## src/rtl/adder_share_arbiter_pkg.sv

```systemverilog
// Shared types and default widths for the shared-adder arbiter.
// Requester state encodings and an index-width helper used by the top and arbiter.
package adder_share_arbiter_pkg;

  typedef enum logic [1:0] {
    ST_IDLE     = 2'd0,
    ST_INFLIGHT = 2'd1,
    ST_DONE     = 2'd2
  } req_state_e;

  localparam int ADD_W     = 26;
  localparam int ADD_SUM_W = ADD_W + 1;

  // A single requester still needs a 1-bit index so that port widths stay legal.
  function automatic int idx_width(input int n);
    return (n > 1) ? $clog2(n) : 1;
  endfunction

endpackage

```

## src/rtl/adder_share_arbiter_rr_arbiter.sv

```systemverilog
// Combinational round-robin arbiter: the search starts one past rr_ptr and wraps.
// Returns a one-hot grant, its index and a valid flag.
module rr_arbiter
  import adder_share_arbiter_pkg::*;
#(
  parameter int NREQ = 2,
  parameter int IDXW = idx_width(NREQ)
) (
  input  logic [NREQ-1:0] eligible,
  input  logic [IDXW-1:0] rr_ptr,
  output logic [NREQ-1:0] grant,
  output logic [IDXW-1:0] grant_idx,
  output logic            grant_valid
);

  logic [IDXW-1:0] cand;

  // The first eligible candidate in rotated order wins; later hits are ignored.
  always_comb begin
    grant       = '0;
    grant_idx   = '0;
    grant_valid = 1'b0;
    cand        = '0;
    for (int k = 1; k <= NREQ; k++) begin
      cand = IDXW'((int'(rr_ptr) + k) % NREQ);
      if (!grant_valid && eligible[cand]) begin
        grant_valid = 1'b1;
        grant[cand] = 1'b1;
        grant_idx   = cand;
      end
    end
  end

endmodule

```

## src/rtl/adder_share_arbiter.sv

```systemverilog
// Shares one external registered adder between NREQ requesters, tracks in-flight tags,
// and returns each sum through a per-requester one-entry buffer.
module adder_share_arbiter
  import adder_share_arbiter_pkg::*;
#(
  parameter int W    = ADD_W,
  parameter int NREQ = 2,
  parameter int LAT  = 2
) (
  input  logic                  clk,
  input  logic                  reset,
  input  logic [NREQ-1:0]       req_valid,
  output logic [NREQ-1:0]       req_ready,
  input  logic [NREQ*W-1:0]     req_a,
  input  logic [NREQ*W-1:0]     req_b,
  output logic [NREQ-1:0]       resp_valid,
  input  logic [NREQ-1:0]       resp_ready,
  output logic [NREQ*(W+1)-1:0] resp_sum,
  output logic [W-1:0]          add_a,
  output logic [W-1:0]          add_b,
  input  logic [W:0]            add_sum,
  output logic                  add_issue
);

  localparam int IDXW = idx_width(NREQ);

  req_state_e                state     [NREQ];
  req_state_e                state_nxt [NREQ];
  logic [NREQ-1:0]           eligible;
  logic [NREQ-1:0]           grant;
  logic [NREQ-1:0]           capture;
  logic [IDXW-1:0]           grant_idx;
  logic [IDXW-1:0]           rr_ptr;
  logic                      grant_valid;
  logic [LAT-1:0]            tag_vld;
  logic [LAT-1:0][IDXW-1:0]  tag_id;
  logic [NREQ-1:0][W:0]      sum_buf;

  // Eligibility uses the registered state, so a consume and a new request in the same cycle
  // only become grantable on the following cycle.
  always_comb begin
    eligible = '0;
    for (int i = 0; i < NREQ; i++) begin
      eligible[i] = !reset && req_valid[i] && (state[i] == ST_IDLE);
    end
  end

  rr_arbiter #(
    .NREQ (NREQ),
    .IDXW (IDXW)
  ) u_rr_arbiter (
    .eligible    (eligible),
    .rr_ptr      (rr_ptr),
    .grant       (grant),
    .grant_idx   (grant_idx),
    .grant_valid (grant_valid)
  );

  assign req_ready = grant;
  assign add_issue = grant_valid;

  always_comb begin
    add_a = '0;
    add_b = '0;
    if (grant_valid) begin
      add_a = req_a[int'(grant_idx)*W +: W];
      add_b = req_b[int'(grant_idx)*W +: W];
    end
  end

  // The last tag stage names the requester whose sum is currently on add_sum.
  always_comb begin
    for (int i = 0; i < NREQ; i++) begin
      state_nxt[i] = state[i];
      capture[i]   = tag_vld[LAT-1] && (tag_id[LAT-1] == IDXW'(i));
      case (state[i])
        ST_IDLE:     if (grant[i])      state_nxt[i] = ST_INFLIGHT;
        ST_INFLIGHT: if (capture[i])    state_nxt[i] = ST_DONE;
        ST_DONE:     if (resp_ready[i]) state_nxt[i] = ST_IDLE;
        default:                        state_nxt[i] = ST_IDLE;
      endcase
    end
  end

  // Falling edge, so that tags stay aligned with the adder's own input/output registers.
  always_ff @(negedge clk) begin
    if (reset) begin
      tag_vld <= '0;
      tag_id  <= '0;
      rr_ptr  <= IDXW'(NREQ - 1);
      sum_buf <= '0;
      for (int i = 0; i < NREQ; i++) state[i] <= ST_IDLE;
    end else begin
      tag_vld[0] <= grant_valid;
      tag_id[0]  <= grant_idx;
      for (int s = 1; s < LAT; s++) begin
        tag_vld[s] <= tag_vld[s-1];
        tag_id[s]  <= tag_id[s-1];
      end
      if (grant_valid) rr_ptr <= grant_idx;
      for (int i = 0; i < NREQ; i++) begin
        state[i] <= state_nxt[i];
        if ((state[i] == ST_INFLIGHT) && capture[i]) sum_buf[i] <= add_sum;
      end
    end
  end

  always_comb begin
    for (int i = 0; i < NREQ; i++) resp_valid[i] = (state[i] == ST_DONE);
  end

  assign resp_sum = sum_buf;

endmodule

```

## config.mk

```make
export PLATFORM = sky130hd
export DESIGN_NAME = adder_share_arbiter
export DESIGN_NICKNAME = d
export VERILOG_FILES = /design/src/rtl/adder_share_arbiter_pkg.sv /design/src/rtl/adder_share_arbiter_rr_arbiter.sv /design/src/rtl/adder_share_arbiter.sv
export SDC_FILE = /design/constraint.sdc
export NUM_CORES = 1
export LEC_CHECK = 0
export CELL_PAD_IN_SITES_DETAIL_PLACEMENT = 0
export CELL_PAD_IN_SITES_GLOBAL_PLACEMENT = 1
export CORE_MARGIN = 3
export CORE_UTILIZATION = 27
export DETAILED_ROUTE_END_ITERATION = 10
export PLACE_DENSITY_LB_ADDON = 0.05
export SLEW_MARGIN = 20
export SYNTH_ARGS = -nofsm -noshare
export SYNTH_HDL_FRONTEND = slang
export SYNTH_SLANG_ARGS = --single-unit
```

## constraint.sdc

```tcl
create_clock -name clk -period 3.6 [get_ports clk]
set_clock_uncertainty 0.1 [all_clocks]
set_input_delay 0.54 -clock clk [delete_from_list [all_inputs] [get_ports clk]]
set_output_delay 0.54 -clock clk [all_outputs]
set_load 0.01 [all_outputs]
```

After elaboration in Yosys (flattened, before gate mapping)
Memory sizes are Yosys's and may differ from the RTL's.
Index checks and enable logic that the tools add are counted.
{ "word_totals": {"n_memories": 1, "regBits": 59, "mem_bits_rw": 4, "out_inout_bits": 111, "elab_cells": 68} }
{ "mem_list": {"columns": ["memory", "depth", "word_bits", "rd", "rd_ports_with_merged_regs", "wr", "line_no", "rtl"], "rows": [
  ["state", 2, 2, 2, 0, 2, "adder_share_arbiter.sv:27", "req_state_e state [NREQ];"]
]} }
{ "classes": {"eq_ne": 4, "addsub": 2, "shift": 2, "mul": 1, "magnitude_cmp": 4, "n_reduce_logical": 15, "bitwise": 4, "mux": 29} }
{ "op_table": {"columns": ["operator", "n"], "rows": [
  ["26-bit 2-to-1 mux", 2],
  ["52-bit by 32-bit indexed part select with 26-bit output", 1],
  ["52-bit by 7-bit indexed part select with 26-bit output", 1],
  ["2-bit 2-to-1 mux", 10],
  ["1-bit 2-to-1 mux", 13],
  ["2-bit one-hot mux with 3 select lines", 2],
  ["1-bit logical AND", 11],
  ["1-bit by 4-bit multiplier with 5-bit output, second input constant", 1],
  ["2-bit by 1-bit == test with 1-bit output, second input constant", 2],
  ["2-bit == test, second input constant", 2],
  ["2-bit zero test", 2],
  ["1-bit by 2-bit < comparator with 1-bit output, second input constant", 2],
  ["1-bit adder, second input constant", 2],
  ["1-bit demux with 1-bit select", 2],
  ["1-bit >= comparator, second input constant", 2],
  ["1-bit zero test", 2],
  ["1-bit bitwise OR", 2],
  ["2-bit bitwise OR", 1],
  ["1-bit NOT", 1]
]} }

Logic depth before layout (Yosys ltp)
Gate-level depths: netlist of the first run.
{ "depth": {"word_depth": 12, "ltp_mapped": 5} }

Cells and area by module
A second synthesis of the first run with hierarchy kept.
{ "hier_totals": {"hier_cells": 359, "hier_area_um2": 3543.4} }
{ "by_module_without_submodules": {"columns": ["module", "instances", "area_per_inst_um2", "cells_per_inst"], "rows": [
  ["adder_share_arbiter", 1, 3510.9, 354],
  ["rr_arbiter", 1, 32.5, 5]
]} }

==> summary.txt, run 1 <==
Synthesis
  • Yosys Warn Count: 0
  • Fraction of registers with async set/reset: 0
  • Mean post-synth cell area: approximately 8 sq um
  • Ys flop type: dfxtp_1
  • Synthesized area: about 3700 sq um
  • Synth cell count leaders: nand2_1 (109), dfxtp_1 (63), a21oi_1 (57), nand2b_1 (57), inv_1 (54)
  • Dominant cells by area after synthesis: dfxtp_1 (34%), o32ai_2 (21%), nand2_1 (11%)
  • Cells after synthesis: roughly 460
  • Syn Nets: 592
  • Sequential-to-total area share from yosys stat: 0.338
  • Post-synth cell types: 24
  • Register bit total from synthesis: 63
  • Leading area contributor after synthesis: dfxtp_1
  • Post-synth top area share: 0.338
  • Post-synth EDFFs: 0
  • Most common cell in the netlist: nand2_1

CTS
  • CTS clk-pin slew, worst paths: about 0.04 ns
  • Worst skew pair latency: about 0.4 ns
  • Sink Count: 63
  • CTS tree: yes
  • Clock Path Buffers: 2
  • CTS buffer count: 9
  • CTS root buffer: clkbuf_16
  • H-tree depth: 3

Route
  • Post-route ant nets: 0
  • Total number of vias: around 4400
  • DRC viols: 0
  • Iteration-0 DRC Markers: 185
  • DRT Pass-1 Iters: 4
  • DR vias/cell: 4.60
  • Average wire per standard cell: between 15 and 20 um
  • DRT Wirelength: about 14000 um

Floorplanning
  • Die area: ~15000 sq um
  • Die span in x: roughly 120 um
  • Initial core utilization: 0.278
  • Row count: between 40 and 50
  • # IOs: 248
  • Chip height: 124 um
  • Floorplan core area: about 13000 sq um

GRT
  • Total GRT Usage: 0.181
  • Vias in the first global route: roughly 4400
  • Largest net degree at the start of global routing: between 100 and 150
  • Initial antenna violation count: 0
  • Grt ovf: 0
  • Global-route wire length before repair: about 22000 um

Timing
  • Tightest Pin Transition: between 0.6 and 0.7 ns
  • Final Hold Fails: 0
  • Hold WS: roughly 0.34 ns
  • Slew margin rel.: 0.574
  • RSZ-0062 raised after global routing: yes
  • Final setup TNS: -33.22 ns
  • Final worst slack: -0.678 ns
  • Max-slew violation count: 0
  • # setup viols final: between 50 and 60

Critical path
  • Critical Path Fanout Max: 6
  • CP max stage cell: a211o_4
  • Crit-path leading delay family: compound AO/OA/AOI/OAI gates
  • Data required, critical path: 2.96 ns
  • Worst-path cell chain: nand2b_4 -> a211o_4 -> buf_12 -> buf_12 -> o32ai_1 -> buf_2
  • Worst Path Buf+Inv: 3
  • Worst path max stage delay: about 0.37 ns
  • Crit-path most repeated cell: buf_12
  • CP Class: reg -> out
  • Critical path arrival: 3.64 ns
  • Startpoint types: flop
  • R2R Setup Slk: 1.85 ns
  • Crit end category: output pin

Final layout
  • Share of layout cells above drive strength 1: 0.216
  • Diode count: 0
  • Post-layout utilization of the core: 0.549
  • Final #Nets: between 900 and 1000
  • Synth-to-Final Area Change: 97.4%

Job
  • MaxCap Viol Count: 0

Outcome
  • Outcome: finished with violations
  • Failing checks: negative setup slack

Power and ir drop
  • Worst IR Drop VDD: ~0.22 mV
  • Leakage: 0.00329 uW
  • P per Cell Area: 364 nW/um^2

Placed design
  • Port bufs: around 250
  • DP Wirelength: 10500 um
  • GP Congestion: roughly 0.79

Min path
  • Worst min path class: reg -> reg
cell type report:
class / count / area, sq um
clock inverter: 70 / 353
sequential: 63 / 1260
inverter: 53 / 199
timing repair buffer: 277 / 2680
clock buffer: 9 / 225
multi-input combinational: 297 / 2420
fill: 1367 / 6040
tap: 176 / 220
cells in the final DEF, fill, tap and decap left out, types with 4 or more instances in the layout:
| cell type | netlist | layout |
|---|---|---|
| nand2_1 | 109 | 109 |
| buf_6 | 5 | 15 |
| buf_12 | 0 | 9 |
| dlygate4sd2_1 | 0 | 54 |
| nand2b_1 | 57 | 56 |
| nor2_1 | 4 | 4 |
| o32ai_2 | 48 | 18 |
| o32ai_4 | 0 | 30 |
| inv_1 | 54 | 116 |
| o32ai_1 | 4 | 4 |
| clkbuf_16 | 0 | 10 |
| clkdlybuf4s50_1 | 0 | 135 |
| a21oi_1 | 57 | 57 |
| buf_2 | 19 | 41 |
| buf_4 | 2 | 15 |
| buf_16 | 0 | 4 |
| dfxtp_1 | 63 | 60 |
state kept, by name, indices dropped and copies added, names as in the netlist:
name      flops
rr_ptr        1
state         4
tag_vld       2
resp_sum     54
tag_id        2
kinds of logic (layout without fill, tap and decap cells):
kind of cell / Yosys count / in the layout / synth area share
DFF: 63 / 63 / 0.338
buffers and inverters: 95 / 409 / 0.114
AOI/OAI and AO/OA: 114 / 114 / 0.307
and+or+nand+nor: 183 / 183 / 0.241
tightest hold or removal path, delay by kind of cell, from the launching register on:
family          cells  cell delay (ns)
compound gates      1             0.05
flops               1             0.29
simple gates        1             0.05
through the flow:
stage / instances / area [sq um] / total power, uW / worst slack, ns
finish: 945 / 7360 / 2680 / -0.678
global route: 945 / 7360 / 2850 / -0.743
CTS: 944 / 7300 / 2720 / -0.712
detailed placement: 856 / 6790 / 1510 / -0.650
global placement: 856 / 6790 / 1500 / -0.626
floorplan: 455 / 4120 / 1190 / -0.0542
routing by layer:
metal,track usage,routed length (um),vias to the layer above
met4,0.0754,248,0
met1,0.182,5070,2019
met3,0.0938,1550,18
li1,-,-,2139
met2,0.313,7450,175
met5,0,0,-
power by group:
| part | internal, uW | leakage [uW] | switching [uW] |
|---|---|---|---|
| Combinational | 388 | 0.00228 | 299 |
| Sequential | 718 | 0.000511 | 7.80 |
| Clock | 771 | 0.000502 | 494 |
| Total | 1880 | 0.00329 | 801 |
worst paths after layout:
check,endpoint,start,depth (start not counted)
worst min register to register,resp_sum[28],resp_sum[28],2
worst min-delay path,resp_sum[28],resp_sum[28],2
worst max-delay path,add_b[25],state[0][1],6
worst max register to register,resp_sum[48],state[0][3],5
timing repair:
item	in CTS	in global routing
endpoints found under the hold margin	0	0
pin swaps	3	7
resized for setup	302	10
hold buffers	0	0
gates cloned	5	1
buffers inserted	5	2
endpoints found under the setup margin	111	57
Power figures use the tool's default switching activity.
==> run 2, diff against run 1 <==
==> constraint.sdc (replaced) <==
create_clock -name clk -period 3.6 [get_ports clk]
set_clock_uncertainty 0.1 [all_clocks]
set_input_delay 0.9 -clock clk [delete_from_list [all_inputs] [get_ports clk]]
set_output_delay 0.9 -clock clk [all_outputs]
set_load 0.01 [all_outputs]
==> run 2 against run 1 <==
The run still ends with negative setup slack left; combinational power grew 6.8%; final area grew 6.1%; die area is the same; core utilization grew 3.3 points; first-iteration DRC count shrank 25%; non-clock buffer count grew 29; sequential cell count is the same; register-to-register slack lost 0.18 ns; wire length grew 4.4%; worst hold slack lost 0.014 ns; final cell count grew 2.8%; critical endpoint is now add_b[19].
==> summary.txt, run 2 (synthesis results as in run 1) <==
Timing
  • Final Hold Fails: 0
  • RSZ-0062 raised after global routing: yes
  • Tightest Pin Transition: between 0.7 and 0.8 ns
  • Hold WS: roughly 0.33 ns
  • # setup viols final: just over 100
  • Slew margin rel.: 0.532
  • Final worst slack: -1.09 ns
  • Max-slew violation count: 0
  • Final setup TNS: -55.65 ns

Power and ir drop
  • Leakage: 0.00334 uW
  • Worst IR Drop VDD: 0.160 mV
  • P per Cell Area: 332 nW/um^2

Floorplanning
  • Die span in x: between 100 and 150 um
  • # IOs: roughly 250
  • Initial core utilization: 0.278
  • Floorplan core area: approximately 13000 sq um
  • Row count: between 40 and 50
  • Chip height: 124 um
  • Die area: roughly 15000 sq um

Final layout
  • Final #Nets: 930
  • Synth-to-Final Area Change: 109%
  • Highest-count cells in the layout ignoring fill and taps: clkdlybuf4s50_1 (133), inv_1 (117), nand2_1 (109)
  • Commonest non-fill, non-tap cell in the layout: clkdlybuf4s50_1
  • Final Instance Area: approximately 7800 sq um
  • Number of flip-flops in the largest register: 54
  • Share of layout cells above drive strength 1: 0.385
  • Fillers: ~1300
  • Diode count: 0

Critical path
  • Critical path endpoint: add_b[19]
  • R2R Setup Slk: 1.67 ns
  • Critical path arrival: approximately 3.7 ns
  • Critical Path Fanout Max: 6
  • Critical path launch point: state[0][3]
  • Data required, critical path: 2.60 ns
  • Reg2reg start: state[0][3]
  • R2r endpoint: resp_sum[42]
  • Crit end category: output pin
  • Startpoint types: flop
  • R2R depth: 6
  • CP Class: reg -> out

Outcome
  • Outcome: finished with violations
  • Failing checks: negative setup slack

GRT
  • Grt ovf: 0
  • Global-route wire length before repair: 22300 um
  • Vias in the first global route: between 4000 and 5000
  • Initial antenna violation count: 0
  • Total GRT Usage: 0.188
  • Largest net degree at the start of global routing: 58

Placed design
  • Port bufs: roughly 250
  • GP Congestion: around 0.77
  • DP Wirelength: ~11000 um
  • Post-DP Area: 6980 sq um
  • Post-Place Worst Slack: -1.07 ns

CTS
  • CTS tree: yes
  • CTS clk-pin slew, worst paths: about 0.040 ns
  • H-tree depth: 3
  • CTS root buffer: clkbuf_16
  • CTS buffer count: 9
  • Worst skew pair latency: roughly 0.38 ns
  • Hold Buf Count CTS: 0
  • Clock Path Buffers: 2
  • Sink Count: 63

Min path
  • Worst min path class: reg -> reg

Route
  • DRC viols: 0
  • DRT Wirelength: ~15000 um
  • Post-route ant nets: 0
  • DRT Pass-1 Iters: 4
  • Iteration-0 DRC Markers: 138
  • Total number of vias: ~4400
  • DR vias/cell: roughly 4.6
  • Average wire per standard cell: 15.4 um

Job
  • MaxCap Viol Count: 0
run 2: worst max-delay path: stages (launching register included):
cell	delay, ns
dfxtp_4	0.36
nor3b_4	0.05
buf_4	0.13
a211o_4	0.39
buf_12	0.17
buf_16	0.14
o32ai_2	0.09
buf_2	0.17
run 2: per-stage QoR:
| step | total power (uW) | cells | util |
|---|---|---|---|
| floorplan | 1190 | 455 | - |
| global placement | 1540 | 876 | 0.521 |
| finish | 2600 | 971 | 0.583 |
| global route | 2770 | 971 | 0.583 |
| detailed placement | 1550 | 876 | 0.521 |
| CTS | 2650 | 963 | 0.576 |
run 2: where the power goes:
part	switching (uW)	internal [uW]
registers	9.98	718
logic	315	419
clock network	450	683
run 2: routing by layer:
layer  share of wire  global-route usage  wire length, um  vias to the layer above
met3           0.096              0.0919             1430                       10
met5               0                   0                0                        -
met2            0.52               0.327             7730                      157
li1                -                   -                -                     2193
met1            0.38               0.196             5640                     2080
met4          0.0099              0.0671              148                        0
run 2: final cells by class:
type	count	area (sq um)	share of cell area
timing repair buffer	306	3030	0.388
multi-input combinational	297	2490	0.319
sequential	63	1340	0.171
clock inverter	67	305	0.0391
clock buffer	9	225	0.0288
tap	176	220	0.0282
inverter	53	199	0.0255
run 2: worst min-delay path by stage:
stage          startpoint    endpoint  slack [ns]  cells past startpoint
6_report        tag_id[0]   tag_id[1]        0.33                      1
3_5_place_dp    tag_id[0]   tag_id[1]        0.33                      1
3_3_place_gp   tag_vld[0]  tag_vld[1]        0.32                      1
2_1_floorplan   tag_id[0]   tag_id[1]        0.31                      1
5_1_grt         tag_id[0]   tag_id[1]        0.34                      1
4_1_cts         tag_id[0]   tag_id[1]        0.33                      1
run 2: repair_timing:
item | 4_1_cts | 5_1_grt
endpoints found under the setup margin | 115 | 112
cloned | 2 | 0
pin swaps | 16 | 4
gates resized for setup | 584 | 29
setup buffers | 10 | 8
